`config.mk`:
```
export PLATFORM = sky130hd
export DESIGN_NAME = dla_walk_ctrl_flat
export DESIGN_NICKNAME = d
export VERILOG_FILES = /design/src/rtl/dla_walk_ctrl_if.sv /design/src/rtl/dla_walk_ctrl.sv /design/src/flat_wrapper.sv
export SDC_FILE = /design/constraint.sdc
export NUM_CORES = 1
export LEC_CHECK = 0
export ABC_AREA = 1
export CORE_MARGIN = 10
export CORE_UTILIZATION = 45
export CTS_CLUSTER_SIZE = 8
export DETAILED_ROUTE_END_ITERATION = 12
export PLACE_DENSITY = 0.68
export SYNTH_ARGS = -nofsm -noshare
export SYNTH_HDL_FRONTEND = slang
export SYNTH_SLANG_ARGS = --single-unit
```
`constraint.sdc`:
```
create_clock -name clk -period 6.2 [get_ports clk]
set_input_delay 0.93 -clock clk [delete_from_list [all_inputs] [get_ports clk]]
set_output_delay 0.93 -clock clk [all_outputs]
set_load 0.01 [all_outputs]
```
`src/rtl/dla_walk_ctrl_if.sv`:
```
// dla_walk_ctrl_if: particle-checker handshake and VRAM Avalon-MM write bus of the DLA walker
interface dla_walk_ctrl_if #(
  parameter int H_SIZE = 10,
  parameter int V_SIZE = 9,
  parameter int AVN_AW = 19,
  parameter int AVN_DW = 16
);
  logic [H_SIZE-1:0] check_x;
  logic [V_SIZE-1:0] check_y;
  logic check_start;
  logic check_done;
  logic hit_boundary;
  logic hit_neighbor;
  logic [AVN_AW-1:0] vram_avn_address;
  logic vram_avn_write;
  logic [AVN_DW-1:0] vram_avn_writedata;
  logic vram_avn_waitrequest;
  modport master (
    output check_x, check_y, check_start, vram_avn_address, vram_avn_write, vram_avn_writedata,
    input check_done, hit_boundary, hit_neighbor, vram_avn_waitrequest
  );
  modport slave (
    input check_x, check_y, check_start, vram_avn_address, vram_avn_write, vram_avn_writedata,
    output check_done, hit_boundary, hit_neighbor, vram_avn_waitrequest
  );
endinterface

```
`src/rtl/dla_walk_ctrl.sv`:
```
// dla_walk_ctrl: diffusion-limited-aggregation walker; spawns, walks and sticks particles into VRAM
module dla_walk_ctrl #(
  parameter int AVN_AW = 19,
  parameter int AVN_DW = 16,
  parameter int MAX_PARTICLES = 1024,
  parameter int MAX_STEPS = 4096,
  parameter logic [15:0] SEED = 16'hACE1,
  parameter int H_DISPLAY = 640,
  parameter int V_DISPLAY = 480,
  parameter int H_SIZE = $clog2(H_DISPLAY),
  parameter int V_SIZE = $clog2(V_DISPLAY)
) (
  input  logic clk,
  input  logic rst_n,
  input  logic start,
  output logic busy,
  output logic done,
  output logic [15:0] particle_count,
  dla_walk_ctrl_if.master bus
);
  localparam int SW = (MAX_STEPS > 1) ? $clog2(MAX_STEPS) : 1;
  typedef enum logic [7:0] {
    IDLE    = 8'h01,
    SEED_WR = 8'h02,
    SPAWN   = 8'h04,
    CHECK   = 8'h08,
    WAIT    = 8'h10,
    STEP    = 8'h20,
    WRITE   = 8'h40,
    DONE    = 8'h80
  } state_t;
  state_t state, state_nxt;
  logic [15:0] lfsr;
  logic [H_SIZE-1:0] pos_x, cand_x;
  logic [V_SIZE-1:0] pos_y, cand_y;
  logic [SW-1:0] step_cnt;
  logic [15:0] cnt_inc;
  logic cand_ok, wr_state, wr_acc, last, step_last;
  assign cand_x = lfsr[H_SIZE-1:0];
  assign cand_y = lfsr[15 -: V_SIZE];
  assign cand_ok = cand_x != '0 && cand_x <= H_SIZE'(H_DISPLAY - 2) &&
                   cand_y != '0 && cand_y <= V_SIZE'(V_DISPLAY - 2);
  assign wr_state = state == SEED_WR || state == WRITE;
  assign wr_acc = wr_state && !bus.vram_avn_waitrequest;
  assign cnt_inc = particle_count + 16'd1;
  assign last = cnt_inc == 16'(MAX_PARTICLES);
  assign step_last = step_cnt == SW'(MAX_STEPS - 1);
  assign busy = state != IDLE;
  assign done = state == DONE;
  assign bus.check_start = state == CHECK;
  assign bus.check_x = pos_x;
  assign bus.check_y = pos_y;
  assign bus.vram_avn_write = wr_state;
  // Address and data are gated so the bus idles at zero outside a write.
  assign bus.vram_avn_address = wr_state ?
    AVN_AW'(pos_x) + AVN_AW'(pos_y) * AVN_AW'(H_DISPLAY) : '0;
  assign bus.vram_avn_writedata = wr_state ? {AVN_DW{1'b1}} : '0;
  always_comb begin
    state_nxt = state;
    case (state)
      IDLE:           state_nxt = start ? SEED_WR : IDLE;
      SEED_WR, WRITE: state_nxt = !wr_acc ? state : last ? DONE : SPAWN;
      SPAWN:          state_nxt = cand_ok ? CHECK : SPAWN;
      CHECK:          state_nxt = WAIT;
      WAIT:           state_nxt = !bus.check_done ? WAIT : bus.hit_boundary ? SPAWN :
                                  bus.hit_neighbor ? WRITE : step_last ? SPAWN : STEP;
      STEP:           state_nxt = CHECK;
      DONE:           state_nxt = IDLE;
      default:        state_nxt = IDLE;
    endcase
  end
  always_ff @(posedge clk or negedge rst_n) begin
    if (!rst_n) begin
      state <= IDLE;
      lfsr <= SEED;
      pos_x <= '0;
      pos_y <= '0;
      step_cnt <= '0;
      particle_count <= '0;
    end else begin
      state <= state_nxt;
      lfsr <= {lfsr[0] ^ lfsr[2] ^ lfsr[3] ^ lfsr[5], lfsr[15:1]};
      if (state == IDLE && start) begin
        particle_count <= '0;
        pos_x <= H_SIZE'(H_DISPLAY / 2);
        pos_y <= V_SIZE'(V_DISPLAY / 2);
      end
      if (wr_acc) particle_count <= cnt_inc;
      if (state == SPAWN && cand_ok) begin
        pos_x <= cand_x;
        pos_y <= cand_y;
        step_cnt <= '0;
      end
      // Direction lfsr[1:0]: 0 x+1, 1 x-1, 2 y+1, 3 y-1; wraps silently, checker flags it.
      if (state == STEP) begin
        pos_x <= lfsr[1] ? pos_x : lfsr[0] ? pos_x - 1'b1 : pos_x + 1'b1;
        pos_y <= !lfsr[1] ? pos_y : lfsr[0] ? pos_y - 1'b1 : pos_y + 1'b1;
        step_cnt <= step_cnt + 1'b1;
      end
    end
  end
endmodule

```
`src/flat_wrapper.sv`:
```
// flat-port wrapper written by rule: the top's interface ports become plain ports
module dla_walk_ctrl_flat 
#(
  parameter int AVN_AW = 19,
  parameter int AVN_DW = 16,
  parameter int MAX_PARTICLES = 1024,
  parameter int MAX_STEPS = 4096,
  parameter logic [15:0] SEED = 16'hACE1,
  parameter int H_DISPLAY = 640,
  parameter int V_DISPLAY = 480,
  parameter int H_SIZE = $clog2(H_DISPLAY),
  parameter int V_SIZE = $clog2(V_DISPLAY)
)
  (clk, rst_n, start, busy, done, particle_count, bus_check_x, bus_check_y, bus_check_start, bus_vram_avn_address, bus_vram_avn_write, bus_vram_avn_writedata, bus_check_done, bus_hit_boundary, bus_hit_neighbor, bus_vram_avn_waitrequest);
  dla_walk_ctrl_if #(.H_SIZE(H_SIZE), .V_SIZE(V_SIZE), .AVN_AW(AVN_AW), .AVN_DW(AVN_DW)) bus_i ();
  input  logic clk;
  input  logic rst_n;
  input  logic start;
  output logic busy;
  output logic done;
  output logic [15:0] particle_count;
  output wire logic [$bits(bus_i.check_x)-1:0] bus_check_x;
  output wire logic [$bits(bus_i.check_y)-1:0] bus_check_y;
  output wire logic [$bits(bus_i.check_start)-1:0] bus_check_start;
  output wire logic [$bits(bus_i.vram_avn_address)-1:0] bus_vram_avn_address;
  output wire logic [$bits(bus_i.vram_avn_write)-1:0] bus_vram_avn_write;
  output wire logic [$bits(bus_i.vram_avn_writedata)-1:0] bus_vram_avn_writedata;
  input wire logic [$bits(bus_i.check_done)-1:0] bus_check_done;
  input wire logic [$bits(bus_i.hit_boundary)-1:0] bus_hit_boundary;
  input wire logic [$bits(bus_i.hit_neighbor)-1:0] bus_hit_neighbor;
  input wire logic [$bits(bus_i.vram_avn_waitrequest)-1:0] bus_vram_avn_waitrequest;
  assign bus_check_x = bus_i.check_x;
  assign bus_check_y = bus_i.check_y;
  assign bus_check_start = bus_i.check_start;
  assign bus_vram_avn_address = bus_i.vram_avn_address;
  assign bus_vram_avn_write = bus_i.vram_avn_write;
  assign bus_vram_avn_writedata = bus_i.vram_avn_writedata;
  assign bus_i.check_done = bus_check_done;
  assign bus_i.hit_boundary = bus_hit_boundary;
  assign bus_i.hit_neighbor = bus_hit_neighbor;
  assign bus_i.vram_avn_waitrequest = bus_vram_avn_waitrequest;
  dla_walk_ctrl #(.AVN_AW(AVN_AW), .AVN_DW(AVN_DW), .MAX_PARTICLES(MAX_PARTICLES), .MAX_STEPS(MAX_STEPS), .SEED(SEED), .H_DISPLAY(H_DISPLAY), .V_DISPLAY(V_DISPLAY), .H_SIZE(H_SIZE), .V_SIZE(V_SIZE)) u_core (.clk(clk), .rst_n(rst_n), .start(start), .busy(busy), .done(done), .particle_count(particle_count), .bus(bus_i));
endmodule
```
Word level (Yosys, flattened, before mapping)
Cells that the tools add are included.
{"block": "classes", "addsub": 7, "n_mul": 1, "order_cmp": 2, "n_eq_ne": 14, "muxes": 25, "bitwise_logic": 3, "n_reduce_logical": 16}
{"operator": "10-bit 2-to-1 mux", "n": 5}
{"operator": "16-bit 2-to-1 mux", "n": 3}
{"operator": "8-bit one-hot mux with 6 select lines", "n": 1}
{"operator": "9-bit 2-to-1 mux", "n": 5}
{"operator": "8-bit 2-to-1 mux", "n": 5}
{"operator": "12-bit 2-to-1 mux", "n": 2}
{"operator": "10-bit by 19-bit adder with 19-bit output", "n": 1}
{"operator": "19-bit 2-to-1 mux", "n": 1}
{"operator": "16-bit by 1-bit adder with 16-bit output, second input constant", "n": 1}
{"operator": "16-bit by 11-bit == test with 1-bit output, second input constant", "n": 1}
{"operator": "12-bit by 1-bit adder with 12-bit output, second input constant", "n": 1}
{"operator": "12-bit == test, second input constant", "n": 1}
{"operator": "9-bit by 3-bit multiplier with 12-bit output, second input constant", "n": 1}
{"operator": "10-bit by 1-bit adder with 10-bit output, second input constant", "n": 1}
{"operator": "10-bit <= comparator, second input constant", "n": 1}
{"operator": "10-bit nonzero test", "n": 1}
{"operator": "10-bit by 1-bit subtractor with 10-bit output, second input constant", "n": 1}
{"operator": "9-bit by 1-bit adder with 9-bit output, second input constant", "n": 1}
{"operator": "9-bit <= comparator, second input constant", "n": 1}
{"operator": "9-bit nonzero test", "n": 1}
{"operator": "9-bit by 1-bit subtractor with 9-bit output, second input constant", "n": 1}
{"operator": "8-bit by 1-bit == test with 1-bit output, second input constant", "n": 1}
{"operator": "8-bit by 2-bit == test with 1-bit output, second input constant", "n": 1}
{"operator": "8-bit by 3-bit == test with 1-bit output, second input constant", "n": 1}
{"operator": "other kinds (19)", "n": 29}
{"block": "totals", "regBits": 71, "inputBits": 7, "output_inout_bits": 74}

Longest topological paths before layout
Gate-level depths: netlist (run 1).
{"block": "logic_depth", "ltp_word": 7, "ltp_mapped": 14, "mapped_depth_nobuf": 14}

Worst setup path after synthesis (run 1)
No wires, ideal clock.
{"block": "synth_timing", "path_type": "reg-to-output", "from": "register u_core.pos_y[1] (netlist: u_core.bus.check_y[1])", "to": "output port bus_vram_avn_address[16]", "arrival_time_ps": 2405, "slack_ps": 2865, "stages_incl_launch_ff": 12, "path_cell_list": "dfrtp_1 ha_1 ha_1 fa_1 inv_1 nor2_1 nand2_1 nor2_1 nand2_1 nor2_1 nor2_1 nor3_1"}
{"block": "synth_via", "elab_chain_cells": 3}
{"item": "start, declared", "line_no": "dla_walk_ctrl.sv:35", "text": "logic [V_SIZE-1:0] pos_y, cand_y;"}
{"item": "start signal, assigned", "line_no": "dla_walk_ctrl.sv:86", "text": "pos_y <= V_SIZE'(V_DISPLAY / 2);"}
{"item": "start signal, assigned", "line_no": "dla_walk_ctrl.sv:91", "text": "pos_y <= cand_y;"}
{"item": "start signal, assigned", "line_no": "dla_walk_ctrl.sv:97", "text": "pos_y <= !lfsr[1] ? pos_y : lfsr[0] ? pos_y - 1'b1 : pos_y + 1'b1;"}
{"item": "9-bit by 3-bit multiplier with 12-bit output", "line_no": "dla_walk_ctrl.sv:56", "text": "AVN_AW'(pos_x) + AVN_AW'(pos_y) * AVN_AW'(H_DISPLAY) : '0;"}
{"item": "10-bit by 19-bit adder with 19-bit output", "line_no": "dla_walk_ctrl.sv:56"}
{"item": "19-bit 2-to-1 mux", "line_no": "dla_walk_ctrl.sv:55", "text": "assign bus.vram_avn_address = wr_state ?"}
{"item": "end, declared", "line_no": "flat_wrapper.sv:25", "text": "output wire logic [$bits(bus_i.vram_avn_address)-1:0] bus_vram_avn_address;"}
No other way between the ends.

Final worst setup path (run 1)
Same ends and word-level chain as after synthesis.

==> impl_metrics.py, run 1 <==
metrics = {
    "power": {
        "peakVddDrop_v": 0.000188,
        "power_w": 0.00196,
        "p_leak_nw": 3.11,
        "power_density_mw_per_mm2": 302,
    },
    "worst_setup_path": {
        "setup.worst_path.end_class": "output pin",
        "crit_fanout": 7,
        "cp_data_arrival_time_ps": 3360,
        "startpoint_type": "flip-flop",
        "rr_startpoint": "u_core.state[1]$_DFFE_PN0P_",
        "critPathKind": "reg2out",
        "reg2reg_to": "u_core.bus.check_x[3]$_DFFE_PN0P_",
        "crit_path_start": "u_core.bus.check_y[1]$_DFFE_PN0P_",
        "rrSetupSlack_ps": 3360,
        "crit_chain": "ha_1 > ha_1 > fa_1 > inv_1 > nor2_1 > nand2_1 > nor2_1 > nand2_1 > nor2_1 > nor2_1 > nor3_1 > clkdlybuf4s50_1",
        "crit_top_cell": "nor2_1",
        "reg2reg_depth": 9,
        "required_ps": 5270,
        "slowest_delay_ps": 570,
        "cp_slowest_cell": "clkdlybuf4s50_1",
    },
    "clocking": {
        "cts-buffers-inserted": 9,
        "clk_latency_ps": 340,
        "hold_buffers": 0,
        "cts_sinks": 71,
        "clk_path_buf_depth": 2,
        "tritoncts": "done",
        "cts_max_level": 3,
        "cts_setup_buffers": 0,
        "clkSlewWorstSetupHoldPaths_ps": 60,
        "root_buffer": "clkbuf_16",
        "post_cts_resized": 0,
    },
    "drt": {
        "dr_total_vias": 5152,
        "wl_um": 13900,
        "firstDrtPassIters": 5,
        "routedWlPerCell_um": 14.4,
        "wl_met3_um": 725,
        "via_per_inst": 5.33,
        "drc": 0,
        "detail-route-antenna-nets": 0,
        "dr_wl_met2_um": 6610,
        "drt-met1-wl_um": 6390,
        "drtIter0Drc": 299,
        "top_layer_used": "met4",
    },
    "placed_design": {
        "placement.cell_area_mm2": 0.00616,
        "portBuffers": 80,
        "place.gp.congestion": 0.891,
        "place_hpwl_um": 10400,
        "post-place-cells": 950,
    },
    "min_path": {
        "holdPathStages": 0,
        "worstHoldEndpoint": "u_core.lfsr[10]$_DFF_PN1_",
        "hold_class": "reg2reg",
        "min_from": "u_core.lfsr[11]$_DFF_PN1_",
    },
    "floorplan": {
        "start_util_pct": 46.6,
        "io_pins": 81,
        "rows": 39,
        "die-area_mm2": 0.0168,
        "die_w_um": 129,
        "core-area_mm2": 0.0116,
        "fp.dieH_um": 129,
    },
    "timing": {
        "maxSlewViolCount": 0,
        "worstMarginPinSlew_ps": 904,
        "setup_viol": 0,
        "rsz0062_at_grt": "false",
        "relSlewSlack_pct": 39.8,
        "setup_tns_ps": 0,
        "finalHoldViolations": 0,
        "clock_skew_ps": 7.60,
        "fmax_mhz": 233,
        "hold_ws_ps": 380,
        "timing.final.crit_share_pct": 69.2,
        "fin_crit_ps": 4290,
    },
    "synthesis": {
        "synth_warnings": 0,
        "ys.flop_type": "dfrtp_1",
        "yosysSeqAreaShare_pct": 33.2,
        "synthesis.area_mm2": 0.00539,
        "syn_nets": 799,
        "synthTopCellsByCount": "nand2_1 (184), inv_1 (90), nor2_1 (81)",
        "synth-edff-count": 0,
        "synth_async_sr_flop_share_pct": 100,
        "synth.most_common_cell": "nand2_1",
        "synth-seq-cells": 71,
        "yosys.area.top_type_share_pct": 28.8,
        "synthTopCellsByArea": "dfrtp_1 (29%), nand2_1 (13%), ha_1 (8.1%)",
        "postSynthCellCount": 753,
        "synth_top_area_cell": "dfrtp_1",
        "synth_cell_type_count": 47,
        "synth.avg_cell_area_um2": 7.16,
    },
    "layout": {
        "final_layout_size_suffix_gt1_share_pct": 8.63,
        "fin_nets": 864,
        "stdcell_count": 966,
        "antennaDiodeCount": 0,
        "fin_area_mm2": 0.00651,
        "area_delta_synth_final_pct": 20.7,
    },
    "status": {
        "status": "finished clean",
    },
    "global_routing": {
        "grt_pass1_wl_um": 23400,
        "grt_antenna_before_repair": 0,
        "grt_pass1_vias": 5066,
        "overflow": 0,
        "grt_start_max_net_pins": 72,
        "grtUsageTotal_pct": 16.7,
    },
    "job": {
        "max_cap_viol_count": 0,
    },
}
## final cells by class
type                            count  area [um^2]
Timing Repair Buffer               81          803
Clock buffer                       12          267
Fill cell                        1065         5060
Tap cell                          143          179
Clock inverter                      4         76.3
Sequential cell                    71         1790
Inverter                          100          378
Multi-Input combinational cell    555         3020
## worst max-delay path: cells and delay by family, from the launching register on
kind          cells  cell delay (ps)
simple gates      7              820
buf+inv           2              620
flops             1              480
fa+ha+maj         3             1100
## registers in the layout, indices dropped and copies added (netlist names)
register,flops
u_core.particle_count,16
u_core.bus.check_y,9
u_core.state,8
u_core.lfsr,16
u_core.step_cnt,12
u_core.bus.check_x,10
## kinds of logic after synthesis
kind of cell	after synthesis	synth area share, %
AO/OA/AOI/OAI	96	9.93
XOR/XNOR	15	2.44
adder cells (fa/ha/maj)	39	9.61
buffers and inverters	127	10.9
flip-flops	71	33.2
AND/OR/NAND/NOR	405	34.0
## per-stage QoR
stage	setup slack [ps]	util (%)
2_1_floorplan	2860	-
3_3_place_gp	2390	53.3
3_5_place_dp	2270	53.3
4_1_cts	1900	56.3
5_1_grt	1670	56.3
6_report	1910	56.3
## layout by cell type (no fill, tap or decap), types with 5 or more instances in the layout
cell type,netlist,layout
nand2_1,184,184
inv_1,90,90
nor2_1,81,81
clkdlybuf4s50_1,0,79
nand3_1,76,76
dfrtp_1,62,62
ha_1,35,35
o21ai_0,33,33
a21oi_1,26,26
nand2_2,18,18
nand4_1,14,14
xor2_1,10,10
o21ai_1,10,10
o22ai_1,9,9
clkbuf_16,0,9
dfstp_2,9,9
inv_2,8,8
nor3_1,8,8
o21bai_1,6,6
xnor2_1,5,5
## routing by layer
layer | GRT usage (%) | vias to the layer above
li1 | - | 2583
met1 | 20.6 | 2441
met2 | 28.3 | 116
met3 | 3.63 | 12
met4 | 5.56 | 0
met5 | 0 | -
## how the worst max path moves through the flow
| stage | to | depth (start not counted) |
|---|---|---|
| 4_1_cts | bus_vram_avn_address[16] | 12 |
| 3_5_place_dp | bus_vram_avn_address[16] | 12 |
| 3_3_place_gp | bus_vram_avn_address[16] | 12 |
| 6_report | bus_vram_avn_address[16] | 12 |
| 5_1_grt | bus_vram_avn_address[17] | 13 |
| 2_1_floorplan | bus_vram_avn_address[16] | 11 |
## power by group
group	total (W)	internal [W]	switching [W]
clock network	0.000587	0.000386	0.000201
logic	0.000820	0.000331	0.000489
registers	0.000556	0.000504	0.0000522
Note: power is estimated with default switching activity, not from simulation.
==> run 2, diff against run 1 <==
--- a/config.mk
+++ b/config.mk
@@ -10,7 +10,7 @@
 export CORE_UTILIZATION = 45
 export CTS_CLUSTER_SIZE = 8
 export DETAILED_ROUTE_END_ITERATION = 12
-export PLACE_DENSITY = 0.68
+export PLACE_DENSITY = 0.71
 export SYNTH_ARGS = -nofsm -noshare
 export SYNTH_HDL_FRONTEND = slang
 export SYNTH_SLANG_ARGS = --single-unit
==> constraint.sdc (replaced) <==
create_clock -name clk -period 3.6 [get_ports clk]
set_input_delay 0.54 -clock clk [delete_from_list [all_inputs] [get_ports clk]]
set_output_delay 0.54 -clock clk [all_outputs]
set_load 0.01 [all_outputs]
==> run 2 against run 1 <==
Against the previous run: sequential power increased by 72%; highest routed layer unchanged; clock skew increased by 9.1 ps; flip-flop and latch count unchanged; largest cell class unchanged.
==> impl_metrics.py, run 2 (same netlist as run 1, synthesis figures left out) <==
metrics = {
    "status": {
        "status": "finished clean",
    },
    "timing": {
        "relSlewSlack_pct": 50.6,
        "fmax_mhz": 296,
        "setup_viol": 0,
        "rsz0062_at_grt": "false",
        "finalHoldViolations": 0,
        "fin_crit_ps": 3370,
        "maxSlewViolCount": 0,
        "hold_ws_ps": 88.1,
        "clock_skew_ps": 16.7,
        "worstMarginPinSlew_ps": 741,
        "timing.final.crit_share_pct": 93.7,
        "setup_tns_ps": 0,
    },
    "layout": {
        "antennaDiodeCount": 0,
        "stdcell_count": 972,
        "final_layout_size_suffix_gt1_share_pct": 9.89,
        "layout_common_cells": "nand2_1 (184), inv_1 (90), nor2_1 (79), nand3_1 (76), clkdlybuf4s50_1 (74)",
        "layout_commonest_cell": "nand2_1",
        "fin_util_pct": 56.4,
        "fin_nets": 870,
        "area_delta_synth_final_pct": 21.0,
        "reg.largest.list": "u_core.lfsr: 16 flops, u_core.particle_count: 16 flops, u_core.step_cnt: 12 flops",
    },
    "floorplan": {
        "fp.dieH_um": 129,
        "rows": 39,
        "core-area_mm2": 0.0116,
        "die-area_mm2": 0.0168,
        "die_w_um": 129,
        "io_pins": 81,
        "start_util_pct": 46.6,
    },
    "global_routing": {
        "busiest_layer": "met2",
        "grtUsageMet3_pct": 4.40,
        "overflow": 0,
        "grt_start_max_net_pins": 60,
        "grt_pass1_vias": 5034,
        "use_met2_pct": 28.1,
        "grt_pass1_wl_um": 23400,
        "grt_antenna_before_repair": 0,
        "grtUsageTotal_pct": 16.7,
        "grt_use_met1_pct": 20.6,
    },
    "power": {
        "seqPwrFrac_pct": 28.8,
        "power_density_mw_per_mm2": 508,
        "p_sw_share_pct": 39.1,
        "p_leak_nw": 3.16,
        "switching_power_w": 0.00130,
        "p_int_w": 0.00202,
        "peakVddDrop_v": 0.000232,
        "p_clk_share_pct": 27.7,
        "power_w": 0.00331,
        "comb_power_share_pct": 43.5,
    },
    "drt": {
        "firstDrtPassIters": 5,
        "dr_total_vias": 5165,
        "wl_um": 13700,
        "via_per_inst": 5.31,
        "routedWlPerCell_um": 14.1,
        "drtIter0Drc": 359,
        "drc": 0,
        "detail-route-antenna-nets": 0,
    },
    "clocking": {
        "cts_sinks": 71,
        "clkSlewWorstSetupHoldPaths_ps": 60,
        "root_buffer": "clkbuf_16",
        "tritoncts": "done",
        "cts_max_level": 3,
        "clk_path_buf_depth": 2,
        "cts-buffers-inserted": 9,
        "clk_latency_ps": 340,
    },
    "job": {
        "max_cap_viol_count": 0,
    },
    "placed_design": {
        "post-place-cells": 955,
        "place_hpwl_um": 10400,
        "portBuffers": 80,
        "place.gp.congestion": 0.878,
    },
    "worst_setup_path": {
        "startpoint_type": "flip-flop",
        "cp_data_arrival_time_ps": 2830,
        "critPathKind": "reg2out",
        "rrSetupSlack_ps": 1040,
        "required_ps": 3060,
        "crit_fanout": 3,
        "setup.worst_path.end_class": "output pin",
    },
    "min_path": {
        "hold_class": "in2async",
    },
}
==> run 2: power by group through the flow <==
stage	Combinational, W	Sequential [W]	Clock [W]
after floorplan	0.000996	0.000969	0
after global placement	0.00137	0.000966	0
after detailed placement	0.00140	0.000970	0
after CTS	0.00145	0.000957	0.000934
after global routing	0.00161	0.000972	0.000973
final	0.00144	0.000956	0.000917
==> run 2: worst max-delay path, stage by stage, from the launching register on <==
cell	delay, ps
dfrtp_1	380
ha_1	300
ha_1	230
fa_1	520
inv_1	50
nor2_1	130
nand2_1	90
nor2_2	140
nand2_1	100
nor2_1	90
nor2_1	40
nor3_1	140
dlygate4sd1_1	270
==> run 2: metrics by stage <==
step,cell area (um^2),worst slack (ps)
after floorplan,5390,655
after global placement,6200,297
after detailed placement,6200,192
after CTS,6530,73.7
after global routing,6530,1.17
final,6530,226
==> run 2: routing by layer <==
layer | wire length [um] | vias to the layer above
met5 | 0 | -
met2 | 6490 | 133
li1 | - | 2592
met3 | 891 | 18
met1 | 6140 | 2422
met4 | 199 | 0
==> run 2: path summary, 6_finish.rpt <==
path                       cells past startpoint                                end                              start
setup reg to reg                              12  u_core.bus.check_x[6]$_DFFE_PN0P_           u_core.lfsr[0]$_DFF_PN1_
max in group asynchronous                      2  u_core.bus.check_y[7]$_DFFE_PN0P_                              rst_n
setup / recovery                              12           bus_vram_avn_address[16]  u_core.bus.check_y[1]$_DFFE_PN0P_
min in group clk                               0          u_core.lfsr[10]$_DFF_PN1_          u_core.lfsr[11]$_DFF_PN1_
hold / removal                                 1        u_core.state[4]$_DFFE_PN0P_                              rst_n
hold reg to reg                                0          u_core.lfsr[10]$_DFF_PN1_          u_core.lfsr[11]$_DFF_PN1_
==> run 2: repair_timing <==
| item | CTS | global route |
|---|---|---|
| endpoints found under the setup margin | 4 | 3 |
| hold buffers | 0 | 0 |
| hold endpoints to repair | 0 | 0 |
| buffers inserted | 1 | 0 |
| pin swaps | 1 | 0 |
| gates cloned | 0 | 0 |
| resized for setup | 8 | 5 |
==> run 2: cell type report <==
| type | instances | area (um^2) |
|---|---|---|
| repair buffers | 87 | 842 |
| well taps | 143 | 179 |
| flip-flops and latches | 71 | 1790 |
| fillers | 1109 | 5040 |
| clock buffers | 10 | 239 |
| clock inverters | 6 | 67.6 |
| multi-input cells | 555 | 3030 |
| inverters | 100 | 378 |
==> run 3, diff against run 2 <==
--- a/config.mk
+++ b/config.mk
@@ -6,6 +6,7 @@
 export NUM_CORES = 1
 export LEC_CHECK = 0
 export ABC_AREA = 1
+export ABC_CLOCK_PERIOD_IN_PS = 3600
 export CORE_MARGIN = 10
 export CORE_UTILIZATION = 45
 export CTS_CLUSTER_SIZE = 8
==> results of run 3 <==
Final layout, timing and power as in run 2 (identical DEF).
